<file path="src/rtl/dut_pair_driver.sv">
// Drives four 2-bit input pairs onto an external DUT in turn, holds each for
// SETTLE_CYCLES clocks, samples the synchronized DUT response at the end of
// each hold and presents the 4-bit result through a valid/ready handshake.
module dut_pair_driver #(
    parameter int unsigned SETTLE_CYCLES = 100
) (
    input  logic       clk,
    input  logic       rst,
    input  logic       in_valid,
    input  logic [7:0] in_byte,
    output logic       in_ready,
    input  logic       dut_out,
    output logic [1:0] dut_pinout,
    output logic       out_valid,
    output logic [7:0] out_byte,
    input  logic       out_ready,
    output logic       busy
);

    typedef enum logic [1:0] {
        IDLE,
        SETTLE,
        DONE
    } state_t;

    localparam logic [15:0] LAST_COUNT = 16'(SETTLE_CYCLES - 1);

    state_t      state_q, state_d;
    logic [7:0]  byte_q, byte_d;
    logic [1:0]  pair_q, pair_d;
    logic [15:0] cnt_q, cnt_d;
    logic [3:0]  result_q, result_d;
    logic [1:0]  pinout_q, pinout_d;
    logic [7:0]  out_byte_q, out_byte_d;
    logic        out_valid_q, out_valid_d;
    logic        sync1_q, sync1_d;
    logic        sync2_q, sync2_d;

    // Next-state logic: accept a byte, walk the four pairs, then hold the result.
    always_comb begin
        state_d     = state_q;
        byte_d      = byte_q;
        pair_d      = pair_q;
        cnt_d       = cnt_q;
        result_d    = result_q;
        pinout_d    = pinout_q;
        out_byte_d  = out_byte_q;
        out_valid_d = out_valid_q;
        sync1_d     = dut_out;
        sync2_d     = sync1_q;

        case (state_q)
            IDLE: begin
                if (in_valid) begin
                    byte_d   = in_byte;
                    pair_d   = '0;
                    pinout_d = in_byte[1:0];
                    cnt_d    = '0;
                    result_d = '0;
                    state_d  = SETTLE;
                end
            end
            SETTLE: begin
                if (cnt_q == LAST_COUNT) begin
                    result_d[pair_q] = sync2_q;
                    cnt_d            = '0;
                    if (pair_q == 2'd3) begin
                        out_byte_d  = {4'b0000, result_d};
                        out_valid_d = 1'b1;
                        pinout_d    = '0;
                        state_d     = DONE;
                    end else begin
                        pair_d   = pair_q + 2'd1;
                        pinout_d = 2'(byte_q >> {pair_d, 1'b0});
                    end
                end else begin
                    cnt_d = cnt_q + 16'd1;
                end
            end
            DONE: begin
                if (out_ready) begin
                    out_valid_d = 1'b0;
                    state_d     = IDLE;
                end
            end
            default: begin
                state_d = IDLE;
            end
        endcase
    end

    // State and datapath registers, cleared asynchronously so a run aborts at once.
    always_ff @(posedge clk or posedge rst) begin
        if (rst) begin
            state_q     <= IDLE;
            byte_q      <= '0;
            pair_q      <= '0;
            cnt_q       <= '0;
            result_q    <= '0;
            pinout_q    <= '0;
            out_byte_q  <= '0;
            out_valid_q <= 1'b0;
            sync1_q     <= 1'b0;
            sync2_q     <= 1'b0;
        end else begin
            state_q     <= state_d;
            byte_q      <= byte_d;
            pair_q      <= pair_d;
            cnt_q       <= cnt_d;
            result_q    <= result_d;
            pinout_q    <= pinout_d;
            out_byte_q  <= out_byte_d;
            out_valid_q <= out_valid_d;
            sync1_q     <= sync1_d;
            sync2_q     <= sync2_d;
        end
    end

    assign in_ready   = (state_q == IDLE);
    assign busy       = (state_q != IDLE);
    assign dut_pinout = pinout_q;
    assign out_valid  = out_valid_q;
    assign out_byte   = out_byte_q;

endmodule

</file>
<file path="config.mk">
export PLATFORM = sky130hd
export DESIGN_NAME = dut_pair_driver
export DESIGN_NICKNAME = d
export VERILOG_FILES = /design/src/rtl/dut_pair_driver.sv
export SDC_FILE = /design/constraint.sdc
export NUM_CORES = 1
export LEC_CHECK = 0
export CORE_MARGIN = 4
export CORE_UTILIZATION = 50
export DETAILED_ROUTE_END_ITERATION = 8
export PLACE_DENSITY = 0.83
export SYNTH_ARGS = -nofsm -noshare
export SYNTH_HDL_FRONTEND = slang
export SYNTH_SLANG_ARGS = --single-unit
</file>
<file path="constraint.sdc">
create_clock -name clk -period 2.3 [get_ports clk]
set_input_delay 0.69 -clock clk [delete_from_list [all_inputs] [get_ports clk]]
set_output_delay 0.69 -clock clk [all_outputs]
set_load 0.005 [all_outputs]
</file>
==> flow_metrics.py, run 1 <==
metrics = {
    "outcome": {
        "status": "finished clean",
    },
    "timing": {
        "tightest_slew_ps": 647,
        "rsz0062_at_grt": "false",
        "hold_violations": 0,
        "min_period_ps": 2190,
        "hold_slack_ps": 352,
        "setup_viol": 0,
        "slew_viol_final": 0,
        "slew_headroom_pct": 56.5,
        "final.period_utilization_pct": 95.3,
        "tns_ps": 0,
        "finClkSkew_ps": 6.16,
        "clock.fmax_ghz": 0.456,
    },
    "power": {
        "p_leak_nw": 1.16,
        "share_comb_of_total_power_pct": 27.5,
        "p_sw_share_pct": 32.9,
        "internal_power_mw": 1.30,
        "power_frac_seq_pct": 49.7,
        "power_density_mw_per_mm2": 769,
        "clockPowerShare_pct": 22.8,
        "p_switching_uw": 637,
        "ir_worst_vdd_mv": 0.427,
    },
    "yosys": {
        "synth_fa_ha_area_share_pct": 2.96,
        "synth-xor-area-share_pct": 0,
        "yosys.area_share.simple_pct": 17.2,
        "syn_area_mm2": 0.00211,
        "synth_edf_count": 0,
        "netlist_instances": 196,
        "yosysWarnings": 0,
        "async_flop_share_pct": 100,
        "synth_top_family_by_area": "simple AND/OR/NAND/NOR gates",
        "synth_ff_type": "dfrtp_1",
        "ys_seq_elements": 40,
        "yosysUniqueCellTypes": 44,
        "synth.avg_cell_area_um2": 10.8,
        "synthMuxAreaShare_pct": 10.8,
        "synth_compound_area_share_pct": 16.4,
        "synth_sequential_area_ratio_pct": 47.3,
    },
    "critical_path": {
        "worst_r2r_startpoint": "cnt_q[12]$_DFFE_PP0P_",
        "worstPathCellList": "or2_4 -> inv_1 -> clkdlybuf4s50_1",
        "startpoint_type": "flip-flop",
        "required_ps": 1610,
        "critPathCaptureType": "output port",
        "critPathKind": "flip-flop to output port",
        "path_max_fanout": 5,
        "cp.arrival_ps": 1500,
        "slowest_stage": "clkdlybuf4s50_1",
        "crit_path_max_incr_delay_ps": 480,
        "crit_start": "state_q[0]$_DFFE_PP0P_",
        "r2r_slack_ps": 130,
    },
    "floorplan": {
        "ios": 26,
        "start_util_pct": 52.1,
        "design.die.area_mm2": 0.00533,
        "rows": 23,
        "die-width_um": 73.0,
        "coreArea_mm2": 0.00406,
        "fp.dieH_um": 73.0,
    },
    "global_route": {
        "grt_util_met1_pct": 24.2,
        "busiest_layer": "met2",
        "grt_overflow": 0,
        "track_usage_pct": 17.9,
        "antenna_found_initial": 0,
        "grt_pass1_vias": 1579,
        "grt_max_degree": 41,
        "use_met3_pct": 4.68,
        "grt_pass1_wl_um": 7340,
        "grt.met2_usage_pct": 27.6,
    },
    "clock_network": {
        "cts_setup_buffers": 0,
        "clk_path_buf_depth": 2,
        "path_clk_slew_ps": 70,
        "cts_tree": "done",
        "htree_levels": 2,
        "cts_resized": 0,
        "hold_buffers": 0,
        "cts_sinks": 40,
        "clock_latency_ps": 300,
        "clockRootBuffer": "clkbuf_8",
        "cts_buffers": 5,
    },
    "final_layout": {
        "regArea_mm2": 0.00100,
        "fillCellCount": 330,
        "postLayoutCellArea_mm2": 0.00252,
        "final_cells": 278,
        "multi_input_area_mm2": 0.00102,
        "syn2layout_area_growth_pct": 19.1,
        "n_antenna_cell": 0,
        "drive_gt1_share_pct": 20.2,
        "final_net_count": 246,
    },
    "detailed_routing": {
        "vias": 1619,
        "drt_iter0_drc": 182,
        "drc": 0,
        "viasPerCell": 5.82,
        "ant_nets": 0,
        "wire_per_inst_um": 15.7,
        "drt_wl_total_um": 4350,
        "first_pass_iters": 4,
    },
    "placed_design": {
        "dpl_cell_area_mm2": 0.00244,
        "io_buffers": 21,
        "hpwl_um": 3050,
        "gp_congestion": 0.906,
        "dp_cells": 271,
    },
    "job": {
        "drv_cap": 0,
    },
    "min_path": {
        "min_path_type": "flip-flop to flip-flop",
        "holdCritStartpoint": "sync1_q$_DFF_PP0_",
    },
}
==> power by group through the flow <==
| stage | clock network (mW) | logic (mW) | registers, mW |
|---|---|---|---|
| after floorplan | 0 | 0.381 | 0.933 |
| after detailed placement | 0 | 0.526 | 0.972 |
| after global placement | 0 | 0.510 | 0.968 |
| after global routing | 0.475 | 0.590 | 0.982 |
| after CTS | 0.447 | 0.532 | 0.960 |
| final | 0.441 | 0.533 | 0.963 |
==> registers in the layout (all words and copies together) (netlist names) <==
| register | cells |
|---|---|
| sync2_q | 1 |
| out_valid | 1 |
| cnt_q | 16 |
| sync1_q | 1 |
| pair_q | 2 |
| dut_pinout | 2 |
| result_q | 3 |
| byte_q | 8 |
| out_byte | 4 |
| state_q | 2 |
==> final timing paths <==
| check | endpoint | cells after the start |
|---|---|---|
| setup / recovery | in_ready | 3 |
| hold / removal | sync2_q$_DFF_PP0_ | 0 |
| setup reg to reg | out_byte[0]$_DFFE_PP0P_ | 4 |
| hold reg to reg | sync2_q$_DFF_PP0_ | 0 |
| max in group asynchronous | cnt_q[8]$_DFFE_PP0P_ | 3 |
| min in group asynchronous | cnt_q[1]$_DFFE_PP0P_ | 3 |
==> cells in the final DEF, fill, tap and decap left out, types with 3 or more instances in the layout <==
master and n:
dfrtp_1 40, clkdlybuf4s50_1 21, nand2_1 14, a21oi_1 13, buf_4 13, mux2_2 11
nand3_1 10, nor2_1 10, a31oi_1 10, inv_1 8, nor4_1 5, o21ai_0 5
ha_1 5, clkbuf_8 5, nand4_1 4, nand2b_1 4, mux2_4 4, conb_1 4
nor2b_1 3, and3_1 3, a32o_1 3
==> critical path: cells and delay by family (launching register included) <==
| family | cells | cell delay (ps) |
|---|---|---|
| buffers and inverters | 2 | 530 |
| flip-flops | 1 | 410 |
| AND/OR/NAND/NOR | 1 | 260 |
==> synthesized netlist by cell type, types with 2 or more instances <==
master,number,area [µm²]
buf_2,2,10.0
o2bb2ai_1,2,17.5
a22oi_1,2,15.0
a31oi_1,10,62.6
nor2b_1,3,18.8
a21oi_1,13,65.1
inv_1,8,30.0
mux4_2,2,45.0
nor2_1,10,37.5
and3_1,3,18.8
buf_4,5,37.5
nor3_1,2,10.0
dfrtp_1,40,1000
nand2_1,14,52.6
nand4_1,4,25.0
nand3_1,10,50.1
or4_4,2,22.5
nand2b_1,4,25.0
or2_2,2,12.5
a32o_1,3,30.0
mux2_2,11,124
clkbuf_1,5,18.8
ha_1,5,62.6
a22o_1,2,17.5
o21ai_0,5,25.0
mux2_4,4,60.1
nor4_1,5,31.3
o211ai_1,2,15.0
==> cells by family (layout without fill, tap and decap cells) <==
family / after synthesis / after routing
buffers and inverters: 21 / 50
other: 1 / 4
adder cells (fa/ha/maj): 5 / 5
AO/OA/AOI/OAI: 47 / 47
AND/OR/NAND/NOR: 65 / 65
multiplexers: 17 / 17
flip-flops: 40 / 40
==> area by class of cell <==
type	instances	share of cell area, %
well taps	50	2.48
clock buffers	6	2.88
multi-input cells	138	40.5
inverters	8	1.19
repair buffers	35	13.0
clock inverters	1	0.199
flip-flops and latches	40	39.7
==> stage by stage <==
stage	setup WS, ps	util (%)	power (mW)
global placement	116	60.1	1.48
global route	32.8	62.1	2.05
detailed placement	71.2	60.1	1.50
floorplan	257	-	1.31
CTS	44.2	62.0	1.94
finish	108	62.1	1.94
==> layer usage <==
metal  vias to the layer above  part of all wire [%]
met1                       769                    43
met2                        61                    49
met5                         -                     0
met3                         6                   6.3
met4                         0                   1.2
li1                        783                     -
Note: power is estimated with default switching activity, not from simulation.
==> run 2, diff against run 1 <==
Settings changed: CAP_MARGIN set to 40.
==> results of run 2 <==
No change in the layout: final DEF, timing and power equal those of run 1.
==> run 3, diff against run 2 <==
Settings changed: CAP_MARGIN 40 to 20, CELL_PAD_IN_SITES_DETAIL_PLACEMENT set to 0, CELL_PAD_IN_SITES_GLOBAL_PLACEMENT set to 1, CORE_UTILIZATION 50 to 43, PLACE_DENSITY 0.83 to 0.88, TNS_END_PERCENT set to 5.
==> run 3 against run 2 <==
Clock-buffer cell count is the same. Clock skew down 2.9 ps. Combinational power increased by 4.7%. Sequential cell count unchanged.
==> flow_metrics.py, run 3 (same netlist as run 1, synthesis figures left out) <==
metrics = {
    "outcome": {
        "status": "finished clean",
    },
    "floorplan": {
        "fp.dieH_um": 78.1,
        "die-width_um": 78.1,
        "start_util_pct": 44.5,
        "rows": 25,
        "design.die.area_mm2": 0.00610,
        "coreArea_mm2": 0.00475,
        "ios": 26,
    },
    "power": {
        "share_comb_of_total_power_pct": 26.3,
        "ir_worst_vdd_mv": 0.388,
        "p_switching_uw": 660,
        "power_frac_seq_pct": 44.7,
        "power_density_mw_per_mm2": 807,
        "internal_power_mw": 1.46,
        "p_leak_nw": 1.23,
        "clockPowerShare_pct": 29.0,
        "p_sw_share_pct": 31.1,
    },
    "timing": {
        "clock.fmax_ghz": 0.464,
        "rsz0062_at_grt": "false",
        "final.period_utilization_pct": 93.8,
        "slew_headroom_pct": 60.6,
        "hold_violations": 0,
        "finalWorstSetupSlack_ps": 144,
        "tightest_slew_ps": 585,
        "setup_viol": 0,
        "slew_viol_final": 0,
        "finClkSkew_ps": 3.30,
        "min_period_ps": 2160,
        "tns_ps": 0,
    },
    "final_layout": {
        "n_antenna_cell": 0,
        "final_common_cell": "dfrtp_1",
        "final_util_pct": 55.3,
        "largest_reg_flops": 16,
        "final_net_count": 252,
        "postLayoutCellArea_mm2": 0.00263,
        "regMostFlops": "cnt_q",
        "syn2layout_area_growth_pct": 24.3,
        "mostFrequentLayoutCells": "40 x dfrtp_1, 20 x clkdlybuf4s50_1, 19 x buf_4",
        "drive_gt1_share_pct": 23.0,
    },
    "placed_design": {
        "dpl_cell_area_mm2": 0.00249,
        "io_buffers": 21,
        "pre_cts_slack_ps": 95.9,
        "gp_congestion": 0.797,
        "hpwl_um": 3120,
    },
    "detailed_routing": {
        "drc": 0,
        "vias": 1632,
        "first_pass_iters": 4,
        "viasPerCell": 5.40,
        "dr_wl_met2_um": 2010,
        "drt_iter0_drc": 122,
        "wire_per_inst_um": 14.5,
        "wl_met1_um": 2090,
        "routed.top_layer": "met4",
        "ant_nets": 0,
        "wl_met3_um": 205,
        "drt_wl_total_um": 4380,
    },
    "critical_path": {
        "slowest_stage": "or4_4",
        "critPathKind": "flip-flop to flip-flop",
        "crit_path_max_incr_delay_ps": 600,
        "worstPathCellList": "or4_4 -> nor4_4 -> and3_1 -> mux2_4",
        "worst_r2r_startpoint": "cnt_q[12]$_DFFE_PP0P_",
        "required_ps": 2480,
        "crit_buf_inv": 0,
        "critPathCaptureType": "flip-flop",
        "ff2ff_path_depth": 4,
        "rr_endpoint": "out_byte[0]$_DFFE_PP0P_",
        "path_max_fanout": 5,
        "cpLargestDelayFamily": "simple AND/OR/NAND/NOR gates",
        "startpoint_type": "flip-flop",
        "r2r_slack_ps": 140,
        "cp.arrival_ps": 2340,
    },
    "global_route": {
        "grt_max_degree": 41,
        "antenna_found_initial": 0,
        "track_usage_pct": 16.0,
        "grt_overflow": 0,
        "grt_pass1_vias": 1594,
        "grt_pass1_wl_um": 7770,
    },
    "clock_network": {
        "cts_buffers": 5,
        "cts_tree": "done",
        "clock_latency_ps": 300,
        "hold_buffers": 0,
        "path_clk_slew_ps": 80,
        "clk_path_buf_depth": 2,
        "htree_levels": 2,
        "cts_sinks": 40,
        "clockRootBuffer": "clkbuf_8",
    },
    "min_path": {
        "min_path_cells": 0,
        "min_to": "sync2_q$_DFF_PP0_",
        "min_path_type": "flip-flop to flip-flop",
        "holdCritStartpoint": "sync1_q$_DFF_PP0_",
    },
    "job": {
        "drv_cap": 0,
    },
}
run 3: power by group through the flow:
| stage | sequential (mW) | combinational [mW] | clock (mW) |
|---|---|---|---|
| after floorplan | 0.933 | 0.381 | 0 |
| after global placement | 0.957 | 0.549 | 0 |
| after detailed placement | 0.957 | 0.560 | 0 |
| after CTS | 0.948 | 0.560 | 0.623 |
| after global routing | 0.971 | 0.621 | 0.657 |
| final | 0.949 | 0.558 | 0.615 |
run 3: metal layers:
layer | up-vias | global-route usage (%)
li1 | 799 | -
met1 | 791 | 22.2
met2 | 37 | 24.0
met3 | 5 | 3.21
met4 | 0 | 7.52
met5 | - | 0
run 3: how the worst max path moves through the flow:
stage | to | slack (ps) | startpoint | cells after the start
after floorplan | byte_q[0]$_DFFE_PP0P_ | 260 | in_valid | 5
after global placement | byte_q[2]$_DFFE_PP0P_ | 100 | in_valid | 6
after detailed placement | byte_q[7]$_DFFE_PP0P_ | 100 | in_valid | 6
after CTS | in_ready | 30 | state_q[0]$_DFFE_PP0P_ | 3
after global routing | out_byte[3]$_DFFE_PP0P_ | 70 | cnt_q[12]$_DFFE_PP0P_ | 4
final | out_byte[0]$_DFFE_PP0P_ | 140 | cnt_q[12]$_DFFE_PP0P_ | 4
run 3: per-stage QoR:
step / cells / power, mW / hold slack (ps)
floorplan: 199 / 1.31 / 331
global placement: 292 / 1.51 / 332
detailed placement: 292 / 1.52 / 362
CTS: 300 / 2.13 / 380
global route: 302 / 2.25 / 377
finish: 302 / 2.12 / 381
run 3: final cells by class:
| type | count | area, µm² |
|---|---|---|
| fill | 455 | 2130 |
| multi-input combinational | 138 | 1020 |
| sequential | 40 | 1000 |
| timing repair buffer | 41 | 375 |
| tap | 67 | 83.8 |
| clock buffer | 6 | 82.6 |
| clock inverter | 2 | 38.8 |
| inverter | 8 | 30.0 |
run 3: worst register-to-register path: cells and delay by family, from the launching register on:
kind | cells | cell delay (ps)
AND/OR/NAND/NOR | 3 | 1300
multiplexers | 1 | 330
flip-flops | 1 | 420
run 3: repair_timing:
item	CTS	global route
setup endpoints to repair	0	1
setup buffers	0	2
gates resized for setup	0	1
